===== config.mk =====
export PLATFORM = sky130hd
export DESIGN_NAME = uart_cfg
export DESIGN_NICKNAME = d
export VERILOG_FILES = /design/src/rtl/uart_cfg.sv
export SDC_FILE = /design/constraint.sdc
export NUM_CORES = 1
export LEC_CHECK = 0
export CORE_MARGIN = 1
export CORE_UTILIZATION = 25
export DETAILED_ROUTE_END_ITERATION = 6
export PLACE_DENSITY = 0.47
export RECOVER_POWER = 100
export SETUP_SLACK_MARGIN = 0.3
export SLEW_MARGIN = 20
export SYNTH_ARGS = -nofsm -noshare
export SYNTH_HDL_FRONTEND = slang
export SYNTH_SLANG_ARGS = --single-unit

===== constraint.sdc =====
create_clock -name clk -period 7.2 [get_ports clk]
set_input_delay 1.08 -clock clk [delete_from_list [all_inputs] [get_ports clk]]
set_output_delay 1.08 -clock clk [all_outputs]
set_load 0.05 [all_outputs]

===== src/rtl/uart_cfg.sv =====
// Full-duplex UART with configurable data/stop bits, start-bit glitch rejection and RX error flags.
// Parity insertion and checking are compiled in only when UART_PARITY_EN is defined.
module uart_cfg #(
  parameter int CLKRATE   = 50000000,
  parameter int BAUDRATE  = 115200,
  parameter int DATA_BITS = 8,
  parameter int STOP_BITS = 1,
  parameter int PARITY    = 0
) (
  input  logic                 clk,
  input  logic                 rst,
  input  logic                 rx,
  output logic                 tx,
  input  logic                 tvalid,
  output logic                 tready,
  input  logic [DATA_BITS-1:0] tdata,
  output logic                 rvalid,
  input  logic                 rready,
  output logic [DATA_BITS-1:0] rdata,
  output logic                 rx_frame_err,
  output logic                 rx_parity_err,
  output logic                 rx_overrun
);

  localparam int BAUD_DIV = CLKRATE / BAUDRATE;
  localparam int CW = $clog2(BAUD_DIV);
  localparam int BW = $clog2(DATA_BITS);
`ifdef UART_PARITY_EN
  localparam bit PAR_EN = (PARITY != 0);
`else
  localparam bit PAR_EN = 1'b0;
`endif
  localparam bit PAR_ODD = (PARITY == 1);
  localparam logic STOP_LAST = (STOP_BITS == 2);
  localparam logic [CW-1:0] BIT_LAST  = CW'(BAUD_DIV - 1);
  localparam logic [CW-1:0] HALF_LAST = CW'(BAUD_DIV / 2 - 1);
  localparam logic [BW-1:0] IDX_LAST  = BW'(DATA_BITS - 1);

  typedef enum logic [2:0] {S_IDLE, S_START, S_DATA, S_PARITY, S_STOP} state_t;

  state_t               tx_state;
  logic [CW-1:0]        tx_cnt;
  logic [DATA_BITS-1:0] tx_shift;
  logic [BW-1:0]        tx_idx;
  logic                 tx_stop_idx;
  logic                 tx_par;
  logic                 tx_tick;

  assign tx_tick = (tx_cnt == '0);

  // tx is the registered image of the current state's line level, so the line lags the FSM by one clk
  always_ff @(posedge clk) begin
    if (!rst) begin
      tx_state    <= S_IDLE;
      tx_cnt      <= '0;
      tx_shift    <= '0;
      tx_idx      <= '0;
      tx_stop_idx <= 1'b0;
      tx_par      <= 1'b0;
      tx          <= 1'b1;
      tready      <= 1'b0;
    end else begin
      case (tx_state)
        S_START:  tx <= 1'b0;
        S_DATA:   tx <= tx_shift[0];
        S_PARITY: tx <= tx_par;
        default:  tx <= 1'b1;
      endcase
      case (tx_state)
        S_IDLE: begin
          if (tvalid && tready) begin
            tx_state <= S_START;
            tready   <= 1'b0;
            tx_shift <= tdata;
            tx_par   <= PAR_ODD ? ~^tdata : ^tdata;
            tx_cnt   <= BIT_LAST;
          end else begin
            tready <= 1'b1;
          end
        end
        S_START: begin
          if (tx_tick) begin
            tx_state <= S_DATA;
            tx_cnt   <= BIT_LAST;
            tx_idx   <= '0;
          end else tx_cnt <= tx_cnt - 1'b1;
        end
        S_DATA: begin
          if (tx_tick) begin
            tx_cnt   <= BIT_LAST;
            tx_shift <= tx_shift >> 1;
            if (tx_idx == IDX_LAST) begin
              tx_state    <= PAR_EN ? S_PARITY : S_STOP;
              tx_stop_idx <= 1'b0;
            end else tx_idx <= tx_idx + 1'b1;
          end else tx_cnt <= tx_cnt - 1'b1;
        end
        S_PARITY: begin
          if (tx_tick) begin
            tx_state    <= S_STOP;
            tx_cnt      <= BIT_LAST;
            tx_stop_idx <= 1'b0;
          end else tx_cnt <= tx_cnt - 1'b1;
        end
        S_STOP: begin
          if (tx_tick) begin
            if (tx_stop_idx == STOP_LAST) begin
              tx_state <= S_IDLE;
              tready   <= 1'b1;
            end else begin
              tx_stop_idx <= 1'b1;
              tx_cnt      <= BIT_LAST;
            end
          end else tx_cnt <= tx_cnt - 1'b1;
        end
        default: tx_state <= S_IDLE;
      endcase
    end
  end

  logic                 rx_meta, rxs;
  state_t               rx_state;
  logic [CW-1:0]        rx_cnt;
  logic [DATA_BITS-1:0] rx_shift;
  logic [BW-1:0]        rx_idx;
  logic                 rx_stop_idx;
  logic                 rx_ferr, rx_perr, rx_armed;
  logic                 rx_tick, rx_done;

  assign rx_tick = (rx_cnt == '0);
  assign rx_done = (rx_state == S_STOP) && rx_tick && (rx_stop_idx == STOP_LAST);

  always_ff @(posedge clk) begin
    if (!rst) begin
      rx_meta <= 1'b1;
      rxs     <= 1'b1;
    end else begin
      rx_meta <= rx;
      rxs     <= rx_meta;
    end
  end

  always_ff @(posedge clk) begin
    if (!rst) begin
      rx_state      <= S_IDLE;
      rx_cnt        <= '0;
      rx_shift      <= '0;
      rx_idx        <= '0;
      rx_stop_idx   <= 1'b0;
      rx_ferr       <= 1'b0;
      rx_perr       <= 1'b0;
      rx_armed      <= 1'b1;
      rvalid        <= 1'b0;
      rdata         <= '0;
      rx_frame_err  <= 1'b0;
      rx_parity_err <= 1'b0;
      rx_overrun    <= 1'b0;
    end else begin
      case (rx_state)
        S_IDLE: begin
          if (rxs) rx_armed <= 1'b1;
          if (!rxs && rx_armed) begin
            rx_state <= S_START;
            rx_cnt   <= HALF_LAST;
          end
        end
        S_START: begin
          if (rx_tick) begin
            if (rxs) rx_state <= S_IDLE;
            else begin
              rx_state <= S_DATA;
              rx_cnt   <= BIT_LAST;
              rx_idx   <= '0;
              rx_ferr  <= 1'b0;
              rx_perr  <= 1'b0;
            end
          end else rx_cnt <= rx_cnt - 1'b1;
        end
        S_DATA: begin
          if (rx_tick) begin
            rx_shift <= {rxs, rx_shift[DATA_BITS-1:1]};
            rx_cnt   <= BIT_LAST;
            if (rx_idx == IDX_LAST) begin
              rx_state    <= PAR_EN ? S_PARITY : S_STOP;
              rx_stop_idx <= 1'b0;
            end else rx_idx <= rx_idx + 1'b1;
          end else rx_cnt <= rx_cnt - 1'b1;
        end
        S_PARITY: begin
          if (rx_tick) begin
            rx_perr     <= (^{rx_shift, rxs}) != PAR_ODD;
            rx_state    <= S_STOP;
            rx_cnt      <= BIT_LAST;
            rx_stop_idx <= 1'b0;
          end else rx_cnt <= rx_cnt - 1'b1;
        end
        S_STOP: begin
          if (rx_tick) begin
            if (!rxs) rx_ferr <= 1'b1;
            if (rx_stop_idx == STOP_LAST) begin
              rx_state <= S_IDLE;
              // a break must go high again before the next start bit is accepted
              if (rx_ferr || !rxs) rx_armed <= 1'b0;
            end else begin
              rx_stop_idx <= 1'b1;
              rx_cnt      <= BIT_LAST;
            end
          end else rx_cnt <= rx_cnt - 1'b1;
        end
        default: rx_state <= S_IDLE;
      endcase

      if (rx_done) begin
        rvalid        <= 1'b1;
        rdata         <= rx_shift;
        rx_frame_err  <= rx_ferr | ~rxs;
        rx_parity_err <= PAR_EN & rx_perr;
        rx_overrun    <= rvalid & ~rready;
      end else if (rvalid && rready) begin
        rvalid        <= 1'b0;
        rx_frame_err  <= 1'b0;
        rx_parity_err <= 1'b0;
        rx_overrun    <= 1'b0;
      end
    end
  end

endmodule


# Word level (Yosys, flattened, before mapping)

Index checks and enable logic that the tools add are counted.

Input bits: 13
Word-level logic and storage cells: 174
Register bits after elaboration: 66
Output and inout port bits: 14

Muxes and demuxes: 72
Bitwise logic cells: 5
Reduce and logical (&&, ||, !) cells: 39
Add/sub/neg operators: 4
Equal/unequal tests: 33

Operators with widths:

| kind                | number |
|---|---|
| $mux 9              | 10 |
| $mux 3              | 21 |
| $ne 2x2->1 const B  | 19 |
| $pmux 9 s4          | 1 |
| $pmux 3 s5          | 2 |
| $pmux 9 s3          | 1 |
| $mux 1              | 25 |
| $reduce_and 5->1    | 5 |
| $logic_not 9->1     | 2 |
| $sub 9x1->9 const B | 2 |
| $mux 8              | 2 |
| $pmux 8 s2          | 1 |
| $reduce_and 7->1    | 2 |
| $reduce_bool 2->1   | 7 |
| $eq 3x2->1 const B  | 4 |
| $eq 3x3->1 const B  | 4 |
| $pmux 3 s2          | 2 |
| $ne 3x3->1 const B  | 3 |
| $pmux 1 s3          | 3 |
| $reduce_and 3->1    | 3 |
| $reduce_bool 3->1   | 3 |
| $reduce_and 4->1    | 2 |
| $reduce_xor 8->1    | 1 |
| $add 3x1->3 const B | 2 |
| 15 further kinds    | 26 |

# Longest topological paths before layout

Depth after elaboration: 6
Mapped depth: 9
Gate-level depth less buffers: 7

# Least setup slack after synthesis

Ideal clock, no wire load.

Path kind: register to register
Start: register rx_cnt[0]
End: register rx_idx[0]
Arrival time: 2.410 ns
Buffers on the path: 2
Period minus slack after synthesis: 2.477 ns
Slack: 4.723 ns
Required time: 7.133 ns
Cell stages (with the launch flop): 10
Cells stage by stage: dfxtp_1 -> inv_1 -> ha_1 -> or3b_2 -> clkbuf_1 -> or3_1 -> buf_6 -> or3_4 -> or3_1 -> a21oi_2

Word-level cells in the longest chain between the ends: 3
Elaborated cells on any way between the ends: 4
Classes of those cells: 2 x eq/ne; 2 x reduce/logical

RTL lines:

| element                        | line | RTL |
|---|---|---|
| from (decl)                    | 123  | `logic [CW-1:0] rx_cnt;` |
| from (signal assigned)         | 177  | `end else rx_cnt <= rx_cnt - 1'b1;` |
| from (signal assigned)         | 187  | `end else rx_cnt <= rx_cnt - 1'b1;` |
| from (signal assigned)         | 195  | `end else rx_cnt <= rx_cnt - 1'b1;` |
| $logic_not 9->1 (*)            | 130  | `assign rx_tick = (rx_cnt == '0);` |
| $ne 2x2->1 (no line)           | --   |  |
| $reduce_and 5->1 (no line) (*) | --   |  |
| to (signal assigned)           | 186  | `end else rx_idx <= rx_idx + 1'b1;` |
| to (decl)                      | 125  | `logic [BW-1:0] rx_idx;` |

Mark *: on every way between the ends. The rest lies on a longest branch, timed or not.
A chain may end at the register's enable or synchronous reset.

# Final worst setup path

Start: input port rst
End: register rx_cnt[5]

RTL lines:

| element     | line | RTL |
|---|---|---|
| from (decl) | 11   | `input logic rst,` |

No word-level cell between the ends.

==> impl_metrics.yaml <==
die:
  die_area_um2: 12400
  coreArea_um2: 11600
  ios: 27
  die_w_um: 112
  fp.dieH_um: 112
  start_util_pct: 25.9
  rows: 39
cts:
  cts_root_buf: "clkbuf_16"
  cts_buffers: 9
  cts_setup_buffers: 0
  cts.sink_count: 64
  clk_pin_slew_ps: 60
  holdBufCountCts: 0
  worstSkewPairLatency_ps: 330
  h-tree-depth: 3
  clockBufferDepth: 2
  cts_resized: 0
  tritoncts: "yes"
outcome:
  outcome: "complete, but fails checks"
  violations: "design-rule violations, max-capacitance violations, max-slew violations"
critical_path:
  worstPathRequired_ps: 7320
  critPathMaxStageDelay_ps: 1450
  critPathCaptureType: "flop"
  crit_chain: "dlygate4sd3_1 -> clkinv_1 -> clkbuf_1 -> nor3_1"
  startpoint_type: "input pin"
  crit_type: "in -> reg"
  cp_slowest_cell: "clkbuf_1"
  critPathMaxFanout: 40
  cp.arrival_ps: 3740
grt:
  antenna_found_initial: 0
  grt_overflow_total: 0
  grtUsageTotal_pct: 12.3
  grt_pass1_vias: 2582
  grt_start_max_net_pins: 41
  grt_pass1_wl_um: 12400
sta:
  max_slew_margin_pct: -31.3
  fin_tns_setup_ps: 0
  skew_ps: 8.90
  min_period_over_period_pct: 50.2
  drv_slew: 41
  setup_violations: 0
  timing.final.crit_period_ps: 3620
  max_slew.worst_pin.slew_ps: 1970
  timing.fmax_ghz: 0.276
  hold_violations: 0
  rsz0062_at_grt: "no"
routing:
  first_pass_iters: 6
  vias: 2675
  totalWireLength_um: 7090
  antenna_left: 0
  wl_per_cell_um: 13.1
  route.detailed.drc: 2
  via_per_inst: 4.93
  dr.first_iter.drc_count: 112
yosys:
  ys_ff_latch: 64
  synth_top_area_share_pct: 42.7
  yosys-top-cells-count: "64 x dfxtp_1, 52 x nand2_1, 49 x a21oi_1, 37 x nor2_1, 21 x o21ai_0"
  synth_most_common_cell: "dfxtp_1"
  synth.avg_cell_area_um2: 7.91
  syn_nets: 398
  ys_warn_count: 0
  synth.area.top_cells: "dfxtp_1 43%, a21oi_1 8.2%, nand2_1 6.5%"
  synth_edf_count: 0
  synth.distinct_cells: 53
  synthesis.area_um2: 3000
  ys_seq_area_share_pct: 42.7
  syn-instance-count: 379
  async_flop_share_pct: 0
  post-synth-top-area-cell: "dfxtp_1"
  synth_flop_cell: "dfxtp_1"
final_layout:
  nNetsFinal: 414
  antenna_cells: 0
  drive_gt1_share_pct: 6.50
  n_fill_cell: 1224
  syn2layout_area_growth_pct: 23.2
run:
  max_cap_violations: 1
place:
  finalWeightedCongestion: 0.755
  io_buffers: 25
  post-dp-hpwl_um: 4710
pwr:
  vdd_drop_max_mv: 0.116
  p_total_mw: 1.09
  power-per-cell-area_nw_per_um2: 295
  power_leakage_nw: 1.33
hold_path:
  hold_path.class: "reg -> reg"
[metal layers]
layer,track usage (%),share of wire [%],routed length [um]
met3,3.48,2.8,201
met4,4.32,1.1,77
met5,0,0,0
met1,14.9,48,3380
met2,20.8,48,3430
[sequential cells by signal, indices dropped and copies added, names as in the netlist, 8 cells and up]
| signal | flops |
|---|---|
| rx_cnt | 9 |
| tx_cnt | 9 |
| rdata | 8 |
| tx_shift | 8 |
| rx_shift | 8 |
[cell usage in the layout, fill, tap and decap left out, types with 3 or more instances in the layout]
| cell type | Yosys | layout |
|---|---|---|
| dfxtp_1 | 64 | 64 |
| nand2_1 | 52 | 52 |
| a21oi_1 | 49 | 49 |
| nor2_1 | 37 | 37 |
| o21ai_0 | 21 | 21 |
| nor3_1 | 19 | 19 |
| nand3_1 | 18 | 18 |
| dlygate4sd3_1 | 0 | 15 |
| clkdlybuf4s50_1 | 0 | 10 |
| xnor2_1 | 9 | 9 |
| clkbuf_16 | 0 | 9 |
| inv_1 | 8 | 8 |
| nand2b_1 | 7 | 7 |
| a311oi_1 | 7 | 7 |
| ha_1 | 6 | 6 |
| or3_1 | 5 | 5 |
| and3_1 | 4 | 4 |
| a31oi_1 | 4 | 4 |
| a211o_1 | 3 | 3 |
| bufinv_16 | 0 | 3 |
[kinds of logic (layout without fill, tap and decap cells)]
kind of cell,count (synthesis),in the layout,share of synthesized area [%]
flip-flops,64,64,42.7
other,1,1,0.125
AO/OA/AOI/OAI,105,105,21.5
multiplexers,2,2,0.668
buffers and inverters,31,52,4.34
AND/OR/NAND/NOR,160,160,25.3
adder cells (fa/ha/maj),6,6,2.50
XOR/XNOR,10,10,2.92
[power by group]
part	internal [mW]	switching [mW]
Clock	0.356	0.158
Combinational	0.0651	0.113
Sequential	0.376	0.0199
Total	0.797	0.291
[final cells by class]
| type | count | area [um^2] | area share (%) |
|---|---|---|---|
| sequential | 64 | 1280 | 34.7 |
| timing repair buffer | 27 | 258 | 6.98 |
| tap | 143 | 179 | 4.84 |
| inverter | 9 | 33.8 | 0.915 |
| multi-input combinational | 284 | 1590 | 43.0 |
| clock buffer | 11 | 253 | 6.84 |
| clock inverter | 5 | 103 | 2.78 |
[critical path: cells and delay by family]
family	cells	cell delay, ps
AND/OR/NAND/NOR	1	150
buffers and inverters	3	2490
[worst paths after layout]
kind | slack [ps] | end | from | cells after the start
max | 3580 | rx_cnt[5]$_SDFFE_PN0P_ | rst | 4
min reg2reg | 410 | rxs$_SDFF_PN1_ | rx_meta$_SDFF_PN1_ | 1
max reg2reg | 4180 | rx_armed$_SDFFE_PN1P_ | rx_cnt[0]$_SDFFE_PN0P_ | 8
min | 410 | rxs$_SDFF_PN1_ | rx_meta$_SDFF_PN1_ | 1
[stage by stage]
step | setup slack [ps] | area, um^2 | cells | utilization [%] | hold WS [ps]
after detailed placement | 3940 | 3350 | 527 | 28.9 | 401
after global placement | 3990 | 3350 | 527 | 28.9 | 393
after floorplan | 4720 | 3000 | 379 | - | 386
after CTS | 4300 | 3700 | 543 | 32.0 | 417
after global routing | 3300 | 3690 | 543 | 31.9 | 420
final | 3580 | 3690 | 543 | 31.9 | 414
Power figures use the tool's default switching activity.
